**config.mk**
```make
export PLATFORM = sky130hd
export DESIGN_NAME = ldpc_bf_decoder
export DESIGN_NICKNAME = d
export VERILOG_FILES = /design/src/rtl/ldpc_bf_decoder.sv
export SDC_FILE = /design/constraint.sdc
export NUM_CORES = 1
export LEC_CHECK = 0
export ABC_AREA = 1
export BUFFER_PORTS_ARGS = -buffer_cell sky130_fd_sc_hd__buf_2
export CAP_MARGIN = 10
export CORE_MARGIN = 2
export CORE_UTILIZATION = 45
export DETAILED_ROUTE_END_ITERATION = 8
export MAX_ROUTING_LAYER = met4
export PLACE_DENSITY_LB_ADDON = 0.12
export SLEW_MARGIN = 20
export SYNTH_ARGS = -nofsm -noshare
export SYNTH_HDL_FRONTEND = slang
export SYNTH_SLANG_ARGS = --single-unit
```
**constraint.sdc**
```tcl
create_clock -name clk -period 32.4 [get_ports clk]
set_clock_uncertainty 0.05 [all_clocks]
set_input_delay 3.24 -clock clk [delete_from_list [all_inputs] [get_ports clk]]
set_output_delay 3.24 -clock clk [all_outputs]
set_load 0.02 [all_outputs]
```
**src/rtl/ldpc_bf_decoder.sv**
```systemverilog
// Hard-decision bit-flipping decoder for the (12,4) LDPC code: one word in flight, valid/ready on both sides.
// Optional LDPC_DEC_ERR_CNT_EN adds saturating corrected/failed word counters.
module ldpc_bf_decoder #(
  parameter int MAX_ITER = 8
) (
  input  logic        clk,
  input  logic        rst,
  input  logic        in_valid,
  output logic        in_ready,
  input  logic [11:0] in_code,
  output logic        out_valid,
  input  logic        out_ready,
  output logic [11:0] out_code,
  output logic [3:0]  out_msg,
  output logic [3:0]  out_iter,
  output logic        out_corrected,
`ifdef LDPC_DEC_ERR_CNT_EN
  output logic [15:0] err_corr_cnt,
  output logic [15:0] err_fail_cnt,
`endif
  output logic        out_fail
);

  // Handshake: a transfer happens on a rising edge where valid and ready are both
  // high; a producer holds valid and its data stable until that edge.

  localparam logic [1:0] IDLE = 2'd0;
  localparam logic [1:0] SYND = 2'd1;
  localparam logic [1:0] EVAL = 2'd2;
  localparam logic [1:0] DONE = 2'd3;

  localparam logic [3:0] MAX_ITER_L = 4'(MAX_ITER);

  logic [1:0]  state;
  logic [11:0] work;
  logic [11:0] orig;
  logic [7:0]  synd;
  logic [3:0]  iter;
  logic [7:0]  synd_next;
  logic [3:0]  best_idx;
  logic signed [4:0] best_score;
  logic signed [4:0] score;
  logic [11:0] flip_mask;

  // Column j of the parity-check matrix: bit i set when check S_i contains c_j.
  function automatic logic [7:0] col_mask(input int j);
    case (j)
      0:       return 8'hC6;
      1:       return 8'hD9;
      2:       return 8'hFB;
      3:       return 8'h80;
      4:       return 8'h19;
      5:       return 8'h40;
      6:       return 8'h20;
      7:       return 8'h10;
      8:       return 8'h08;
      9:       return 8'h04;
      10:      return 8'h02;
      11:      return 8'h01;
      default: return 8'h00;
    endcase
  endfunction

  function automatic logic [3:0] popcnt8(input logic [7:0] v);
    logic [3:0] n;
    n = '0;
    for (int i = 0; i < 8; i++) n = n + {3'b000, v[i]};
    return n;
  endfunction

  assign in_ready  = (state == IDLE);
  assign out_valid = (state == DONE);

  always_comb begin
    synd_next = '0;
    for (int j = 0; j < 12; j++)
      if (work[j]) synd_next = synd_next ^ col_mask(j);
  end

  // Score = unsatisfied - satisfied checks; '>=' hands ties to the higher index.
  always_comb begin
    best_idx   = '0;
    best_score = -5'sd16;
    score      = '0;
    for (int j = 0; j < 12; j++) begin
      score = $signed({1'b0, popcnt8(synd & col_mask(j))})
            - $signed({1'b0, popcnt8(~synd & col_mask(j))});
      if (score >= best_score) begin
        best_score = score;
        best_idx   = 4'(j);
      end
    end
    flip_mask = 12'd1 << best_idx;
  end

  always_ff @(posedge clk or posedge rst) begin
    if (rst) begin
      state         <= IDLE;
      work          <= '0;
      orig          <= '0;
      synd          <= '0;
      iter          <= '0;
      out_code      <= '0;
      out_msg       <= '0;
      out_iter      <= '0;
      out_corrected <= 1'b0;
      out_fail      <= 1'b0;
`ifdef LDPC_DEC_ERR_CNT_EN
      err_corr_cnt  <= '0;
      err_fail_cnt  <= '0;
`endif
    end else begin
      case (state)
        IDLE: begin
          if (in_valid) begin
            work  <= in_code;
            orig  <= in_code;
            iter  <= '0;
            state <= SYND;
          end
        end
        SYND: begin
          synd  <= synd_next;
          state <= EVAL;
        end
        EVAL: begin
          if (synd == 8'd0 || iter == MAX_ITER_L) begin
            out_code      <= work;
            out_msg       <= {work[4], work[2:0]};
            out_iter      <= iter;
            out_corrected <= (work != orig);
            out_fail      <= (synd != 8'd0);
            state         <= DONE;
          end else begin
            work  <= work ^ flip_mask;
            iter  <= iter + 4'd1;
            state <= SYND;
          end
        end
        DONE: begin
          if (out_ready) begin
            state <= IDLE;
`ifdef LDPC_DEC_ERR_CNT_EN
            if (out_corrected && err_corr_cnt != 16'hFFFF) err_corr_cnt <= err_corr_cnt + 16'd1;
            if (out_fail && err_fail_cnt != 16'hFFFF) err_fail_cnt <= err_fail_cnt + 16'd1;
`endif
          end
        end
        default: state <= IDLE;
      endcase
    end
  end

endmodule

```
==> flow_summary.toml, run 1 <==
[sta]
worst_pin_slew_ps = 836
setup_viol = 0
drv_slew = 0
rsz0062_at_grt = "no"
hold_viol = 0
tns_ps = 0
period_needed_ps = 17340
finalCritPeriodShare_pct = 53.5
fmax_mhz = 57.7
relSlewSlack_pct = 44.0

[placement]
hpwl_um = 9900
placed_area_mm2 = 0.00550
placed_cells = 876
port_buffers = 39
gp_congestion = 0.858

[clock_tree]
clk_pin_slew_ps = 80
cts_sinks = 56
clock_latency_ps = 300
cts_tree = "yes"
cts_setup_buffers = 0
root_buffer = "clkbuf_16"
clockBufferDepth = 2
numCtsBuffers = 5
post_cts_resized = 0
htree_levels = 2
cts_hold_buf = 0

[route]
first_iter_violations = 298
final_antenna_net_count = 0
drt_pass1_iterations = 5
drcViolationCount = 0
via_per_inst = 5.13
routed_wl_um = 12200
dr_total_vias = 4531
routedWlPerCell_um = 13.8

[global_routing]
grt.met1_usage_pct = 31.9
grt_pass1_vias = 4418
grt_use_met3_pct = 3.48
grt_pass1_wl_um = 21300
grt-ovfl-total = 0
grt_max_degree = 57
track_usage_pct = 21.4
top_usage_layer = "met1"
antenna_found_initial = 0
grt_util_met2_pct = 31.5

[floorplan]
fp.dieArea_mm2 = 0.0125
fp.dieW_um = 112
io_pins = 40
start_util_pct = 45.8
coreArea_mm2 = 0.0114
die_y_um = 112
fp-row-count = 39

[setup_path]
crit_family = "simple AND/OR/NAND/NOR gates"
cp-end-kind = "register"
cp_slowest_cell = "fa_1"
arrival_ps = 17440
cp_num_buf_inv = 21
crit_type = "register to register"
worstPathMaxFanout = 10
cpMostUsedCell = "inv_1"
start_kind = "register"
cp.required_ps = 32500
max_stage_delay_ps = 540

[layout]
final_util_pct = 49.7
drive_above_1_share_pct = 12.3
stdcell_count = 884
stdcell_area_mm2 = 0.00565
area_delta_synth_final_pct = 8.41
antenna_cells = 0
finalNetCount = 826

[synthesis]
syn-mean-instance-area_um2 = 7.34
yosysUniqueCellTypes = 35
synth_seq_cells = 56
yosys_warnings = 0
synthesis.area_mm2 = 0.00521
ys_seq_area_share_pct = 26.9
synth_cells = 710
synthesis.nets = 796

[worst_hold_path]
hold_path_class = "register to register"

[outcome]
status = "complete, no violations"

[job]
maxCapViolCount = 0
worst min-delay path: stages, from the launching register on:
cell and delay, ps:
dfrtp_1 350, nand2_1 50, o21ai_0 60
layer usage:
layer | share of wire, % | routed length, µm
met5 | 0 | 0
met4 | 0.72 | 88
met3 | 4.1 | 495
met2 | 43 | 5220
met1 | 52 | 6400
worst paths after layout:
| kind | startpoint | end | slack (ps) | depth (start not counted) |
|---|---|---|---|---|
| max | synd[1]$_DFFE_PP0N_ | work[5]$_DFFE_PP0P_ | 15060 | 108 |
| min | out_iter[1]$_DFFE_PP0P_ | out_iter[1]$_DFFE_PP0P_ | 430 | 2 |
| max reg2reg | synd[1]$_DFFE_PP0N_ | work[5]$_DFFE_PP0P_ | 15060 | 108 |
| min reg2reg | out_iter[1]$_DFFE_PP0P_ | out_iter[1]$_DFFE_PP0P_ | 430 | 2 |
| max in group asynchronous | rst | out_fail$_DFFE_PP0P_ | 28730 | 3 |
| min in group asynchronous | rst | work[11]$_DFFE_PP0P_ | 3070 | 3 |
synth_stat cells, drive strengths merged:
master | count | area [µm²]
nand2 | 209 | 872
inv | 110 | 413
o21ai | 75 | 375
dfrtp | 56 | 1400
ha | 49 | 613
nand3 | 46 | 235
nor2 | 34 | 138
a21oi | 21 | 120
fa | 21 | 420
xnor2 | 15 | 131
nand4 | 13 | 81.3
xor2 | 11 | 96.3
clkbuf | 10 | 37.5
or2 | 10 | 62.6
buf | 8 | 63.8
nand3b | 4 | 30.0
nor3 | 4 | 20.0
a31oi | 3 | 18.8
a211oi | 2 | 15.0
a21boi | 2 | 15.0
clkinv | 2 | 7.51
a221oi | 1 | 8.76
a31o | 1 | 8.76
o211ai | 1 | 7.51
o21a | 1 | 7.51
o221ai | 1 | 8.76
registers in the layout, summed over array words and instances (netlist names):
register / cells
out_iter: 4
orig: 12
out_code: 12
out_corrected: 1
work: 12
synd: 8
iter: 4
out_fail: 1
state: 2
area by class of cell:
type,instances,area (µm²)
fillers,1165,5720
multi-input cells,524,3290
flip-flops and latches,56,1400
inverters,112,420
repair buffers,41,210
well taps,143,179
clock buffers,5,125
clock inverters,3,25.0
per-stage QoR:
| stage | setup slack, ps | hold slack [ps] |
|---|---|---|
| floorplan | 17070 | 403 |
| global placement | 15780 | 415 |
| detailed placement | 15230 | 422 |
| CTS | 15170 | 441 |
| global route | 13060 | 462 |
| finish | 15060 | 433 |
placed cells by master (no fill, tap or decap), types with 3 or more instances in the layout:
| master | instances |
|---|---|
| a21oi_1 | 17 |
| a21oi_2 | 4 |
| a31oi_1 | 3 |
| buf_2 | 39 |
| clkbuf_16 | 5 |
| dfrtp_1 | 56 |
| fa_1 | 21 |
| ha_1 | 49 |
| inv_1 | 109 |
| nand2_1 | 186 |
| nand2_2 | 17 |
| nand2_4 | 6 |
| nand3_1 | 45 |
| nand3b_1 | 4 |
| nand4_1 | 13 |
| nor2_1 | 32 |
| nor3_1 | 4 |
| o21ai_0 | 64 |
| o21ai_1 | 11 |
| or2_2 | 10 |
| xnor2_1 | 15 |
| xor2_1 | 11 |
cells by family after synthesis:
| kind of cell | Yosys count | synth area share, % |
|---|---|---|
| buffers and inverters | 130 | 10.0 |
| and+or+nand+nor | 320 | 27.6 |
| AOI/OAI and AO/OA | 108 | 11.2 |
| DFF | 56 | 26.9 |
| xor gates and xnor gates | 26 | 4.37 |
| adders and majority gates | 70 | 19.8 |
Power of run 1 is left out: the tool's default activity adds up to more than one toggle a clock period on the data nets, which glitch-free logic cannot reach.
==> run 2: changes to the inputs <==
Clock period 32.4 ns to 15.87 ns, I/O delays scaled along.
==> flow_summary.toml, run 2 (synthesized netlist as in run 1, its figures left out) <==
[sta]
setup_viol = 0
relSlewSlack_pct = 45.3
worst_pin_slew_ps = 816
period_needed_ps = 15110
drv_slew = 0
tns_ps = 0
finalCritPeriodShare_pct = 95.2
fin_ws_ps = 756
hold_viol = 0
fmax_mhz = 66.2

[route]
drcViolationCount = 0
routedWlPerCell_um = 14.1
final_antenna_net_count = 0
routed_wl_um = 13300
via_per_inst = 5.08
dr_total_vias = 4771
first_iter_violations = 287
drt_pass1_iterations = 5

[layout]
antenna_cells = 0
final_util_pct = 55.6
stdcell_area_mm2 = 0.00632
mostFrequentLayoutCell = "nand2_1"
nFillCells = 1112
finalNetCount = 882
drive_above_1_share_pct = 25.8
layout_common_cells = "nand2_1 (178), inv_1 (96), buf_4 (55)"
area_delta_synth_final_pct = 21.3
seq_area_mm2 = 0.00140
top_regs = "orig (12), out_code (12), work (12)"
multiInputGateArea_mm2 = 0.00352

[clock_tree]
clock_latency_ps = 300
root_buffer = "clkbuf_16"
clockBufferDepth = 2
cts_tree = "yes"
htree_levels = 2
cts_sinks = 56
cts_hold_buf = 0
numCtsBuffers = 5
clk_pin_slew_ps = 70

[setup_path]
cp-end-kind = "register"
crit_start = "synd[2]$_DFFE_PP0N_"
worstPathMaxFanout = 7
start_kind = "register"
reg2reg_to = "work[5]$_DFFE_PP0P_"
timing.rr.start = "synd[2]$_DFFE_PP0N_"
cp.required_ps = 15970
cp_slowest_cell = "fa_1"
max_stage_delay_ps = 570
crit_type = "register to register"
crit_end = "work[5]$_DFFE_PP0P_"
arrival_ps = 15220
r2r_slack_ps = 760
reg2regPathDepth = 104
cpMostUsedCell = "nand2_1"

[placement]
hpwl_um = 9990
port_buffers = 39
gp_congestion = 0.876
placed_area_mm2 = 0.00559
pre_cts_ws_ps = -387

[worst_hold_path]
hold_path_class = "register to register"

[global_routing]
grt_pass1_wl_um = 21300
grt-ovfl-total = 0
track_usage_pct = 21.4
grt_max_degree = 57
grt_pass1_vias = 4424
antenna_found_initial = 0

[floorplan]
coreArea_mm2 = 0.0114
fp.dieArea_mm2 = 0.0125
die_y_um = 112
io_pins = 40
start_util_pct = 45.8
fp.dieW_um = 112
fp-row-count = 39

[outcome]
status = "complete, no violations"

[job]
maxCapViolCount = 0
run 2: cell types whose count changed in the layout (fill, tap and decap cells not counted), sizes merged:
| cell | previous run | this run |
|---|---|---|
| inv | 112 | 111 |
| buf | 41 | 96 |
| nand2 | 209 | 210 |
| bufinv | 0 | 1 |
| clkinvlp | 1 | 0 |
| clkbuf | 5 | 6 |
run 2: layout make-up:
cell class	instances	share of cell area, %
inverters	112	6.65
repair buffers	96	9.98
clock inverters	2	0.614
well taps	143	2.83
clock buffers	6	2.04
flip-flops and latches	56	22.2
multi-input cells	525	55.7
run 2: through the flow:
step	std cells	hold WS (ps)
after floorplan	710	403
after global placement	889	413
after detailed placement	889	418
after CTS	900	437
after global routing	940	458
final	940	431
run 2: layer usage:
layer | vias up | track usage, % | wire (µm)
met3 | 11 | 2.67 | 464
met4 | 0 | 3.79 | 109
met1 | 2245 | 32.0 | 6710
li1 | 2440 | - | -
met5 | - | - | 0
met2 | 75 | 31.6 | 6010
run 2: worst min-delay path by stage:
stage / slack (ps) / start / cells after the start / endpoint
after floorplan: 400 / synd[0]$_DFFE_PP0N_ / 2 / synd[0]$_DFFE_PP0N_
after global placement: 410 / out_iter[2]$_DFFE_PP0P_ / 2 / out_iter[2]$_DFFE_PP0P_
after detailed placement: 420 / out_code[6]$_DFFE_PP0P_ / 2 / out_code[6]$_DFFE_PP0P_
after CTS: 440 / out_code[6]$_DFFE_PP0P_ / 2 / out_code[6]$_DFFE_PP0P_
after global routing: 460 / out_iter[2]$_DFFE_PP0P_ / 2 / out_iter[2]$_DFFE_PP0P_
final: 430 / out_iter[0]$_DFFE_PP0P_ / 2 / out_iter[0]$_DFFE_PP0P_
run 2: worst max-delay path: cells and delay by family, from the launching register on:
family                     cells  cell delay [ps]
buffers and inverters         14             1100
adders and majority gates     15             4960
and+or+nand+nor               51             5080
xor gates and xnor gates       1              170
AOI/OAI and AO/OA             23             3140
DFF                            1              430
run 2: timing repair:
| action | 4_1_cts | 5_1_grt |
|---|---|---|
| gates resized for setup | 9 | 70 |
| cloned | 0 | 1 |
| setup endpoints to repair | 11 | 12 |
| buffers inserted | 3 | 39 |
| pin swaps | 2 | 35 |
Power of run 2 is left out for the same reason.
==> run 3: changes to the inputs <==
Settings changed: REMOVE_ABC_BUFFERS set to 1.
==> flow_summary.toml, run 3 (synthesized netlist as in run 1, its figures left out) <==
[outcome]
status = "complete, no violations"

[floorplan]
die_y_um = 112
fp.dieW_um = 112
fp-row-count = 39
fp.dieArea_mm2 = 0.0125
coreArea_mm2 = 0.0114
io_pins = 40
start_util_pct = 45.8

[placement]
pre_cts_ws_ps = -286
gp_congestion = 0.868
port_buffers = 39
placed_cells = 890
hpwl_um = 9820

[sta]
tns_ps = 0
relSlewSlack_pct = 38.4
fin_ws_ps = 827
worst_pin_slew_ps = 918
setup_viol = 0
drv_slew = 0
period_needed_ps = 15040
hold_viol = 0
fmax_mhz = 66.5
finalCritPeriodShare_pct = 94.8

[setup_path]
start_kind = "register"
cp_slowest_cell = "fa_1"
timing.rr.start = "synd[0]$_DFFE_PP0N_"
arrival_ps = 15130
crit_type = "register to register"
path_depth = 101
max_stage_delay_ps = 550
r2r_slack_ps = 830
cp_num_buf_inv = 16
crit_family = "adder cells"
reg2regPathDepth = 101
crit_start = "synd[0]$_DFFE_PP0N_"
cp.required_ps = 15960
crit_end = "work[5]$_DFFE_PP0P_"
cp-end-kind = "register"
cpMostUsedCell = "nand2_1"
reg2reg_to = "work[5]$_DFFE_PP0P_"
worstPathMaxFanout = 7

[layout]
top_regs = "orig (12), out_code (12), work (12)"
antenna_cells = 0
drive_above_1_share_pct = 25.8
area_delta_synth_final_pct = 21.0
mostFrequentLayoutCell = "nand2_1"
nFillCells = 1083
layout_common_cells = "nand2_1 (175), inv_1 (96), o21ai_0 (54), dfrtp_1 (54), buf_4 (48)"
stdcell_count = 933
finalNetCount = 875

[job]
maxCapViolCount = 0

[global_routing]
grt_pass1_vias = 4521
grt_max_degree = 57
grt-ovfl-total = 0
track_usage_pct = 21.4
antenna_found_initial = 0
grt_pass1_wl_um = 21500

[clock_tree]
root_buffer = "clkbuf_16"
numCtsBuffers = 5
cts_hold_buf = 0
clk_pin_slew_ps = 70
htree_levels = 2
cts_sinks = 56
clockBufferDepth = 2
cts_tree = "yes"
clock_latency_ps = 290

[route]
final_antenna_net_count = 0
via_per_inst = 5.19
routedWlPerCell_um = 14.2
routed_wl_um = 13200
first_iter_violations = 328
drt_pass1_iterations = 5
dr_total_vias = 4838
drcViolationCount = 0

[worst_hold_path]
hold_path_class = "register to register"
## run 3: how the worst min path moves through the flow
stage,start,end,slack [ps],cells past startpoint
5_1_grt,out_code[7]$_DFFE_PP0P_,out_code[7]$_DFFE_PP0P_,460,2
2_1_floorplan,synd[0]$_DFFE_PP0N_,synd[0]$_DFFE_PP0N_,400,2
3_5_place_dp,out_code[7]$_DFFE_PP0P_,out_code[7]$_DFFE_PP0P_,420,2
6_report,out_code[7]$_DFFE_PP0P_,out_code[7]$_DFFE_PP0P_,430,2
4_1_cts,out_code[7]$_DFFE_PP0P_,out_code[7]$_DFFE_PP0P_,440,2
3_3_place_gp,out_iter[3]$_DFFE_PP0P_,out_iter[3]$_DFFE_PP0P_,410,2
## run 3: metrics by stage
step	cell area [µm²]	hold WS, ps	util (%)
2_1_floorplan	5110	403	-
6_report	6300	430	55.5
4_1_cts	5800	437	51.0
5_1_grt	6300	458	55.5
3_5_place_dp	5600	418	49.3
3_3_place_gp	5600	413	49.3
## run 3: repair_timing
item | in CTS | in global routing
pin swaps | 0 | 33
endpoints found under the setup margin | 10 | 12
gates resized for setup | 11 | 82
gates cloned | 0 | 1
setup buffers | 5 | 29
## run 3: layer usage
layer	up-vias	part of all wire, %	track usage [%]
li1	2427	-	-
met1	2270	48	30.3
met2	122	47	33.8
met3	19	4.2	2.40
met4	0	1.2	3.95
met5	-	0	-
## run 3: area by class of cell
cell class / instances / area (µm²) / share of cell area [%]
Clock buffer: 7 / 133 / 2.10
Sequential cell: 56 / 1400 / 22.3
Timing Repair Buffer: 89 / 578 / 9.17
Clock inverter: 1 / 8.76 / 0.139
Tap cell: 143 / 179 / 2.84
Multi-Input combinational cell: 525 / 3580 / 56.7
Inverter: 112 / 425 / 6.75
## run 3: worst reg2reg max path, delay by kind of cell (launching register included)
kind / cells / cell delay (ps)
adder cells (fa/ha/maj): 17 / 5840
AND/OR/NAND/NOR: 50 / 5070
AO/OA/AOI/OAI: 17 / 2160
buffers and inverters: 16 / 1210
flip-flops: 1 / 390
XOR/XNOR: 1 / 180
Power of run 3 is left out for the same reason.
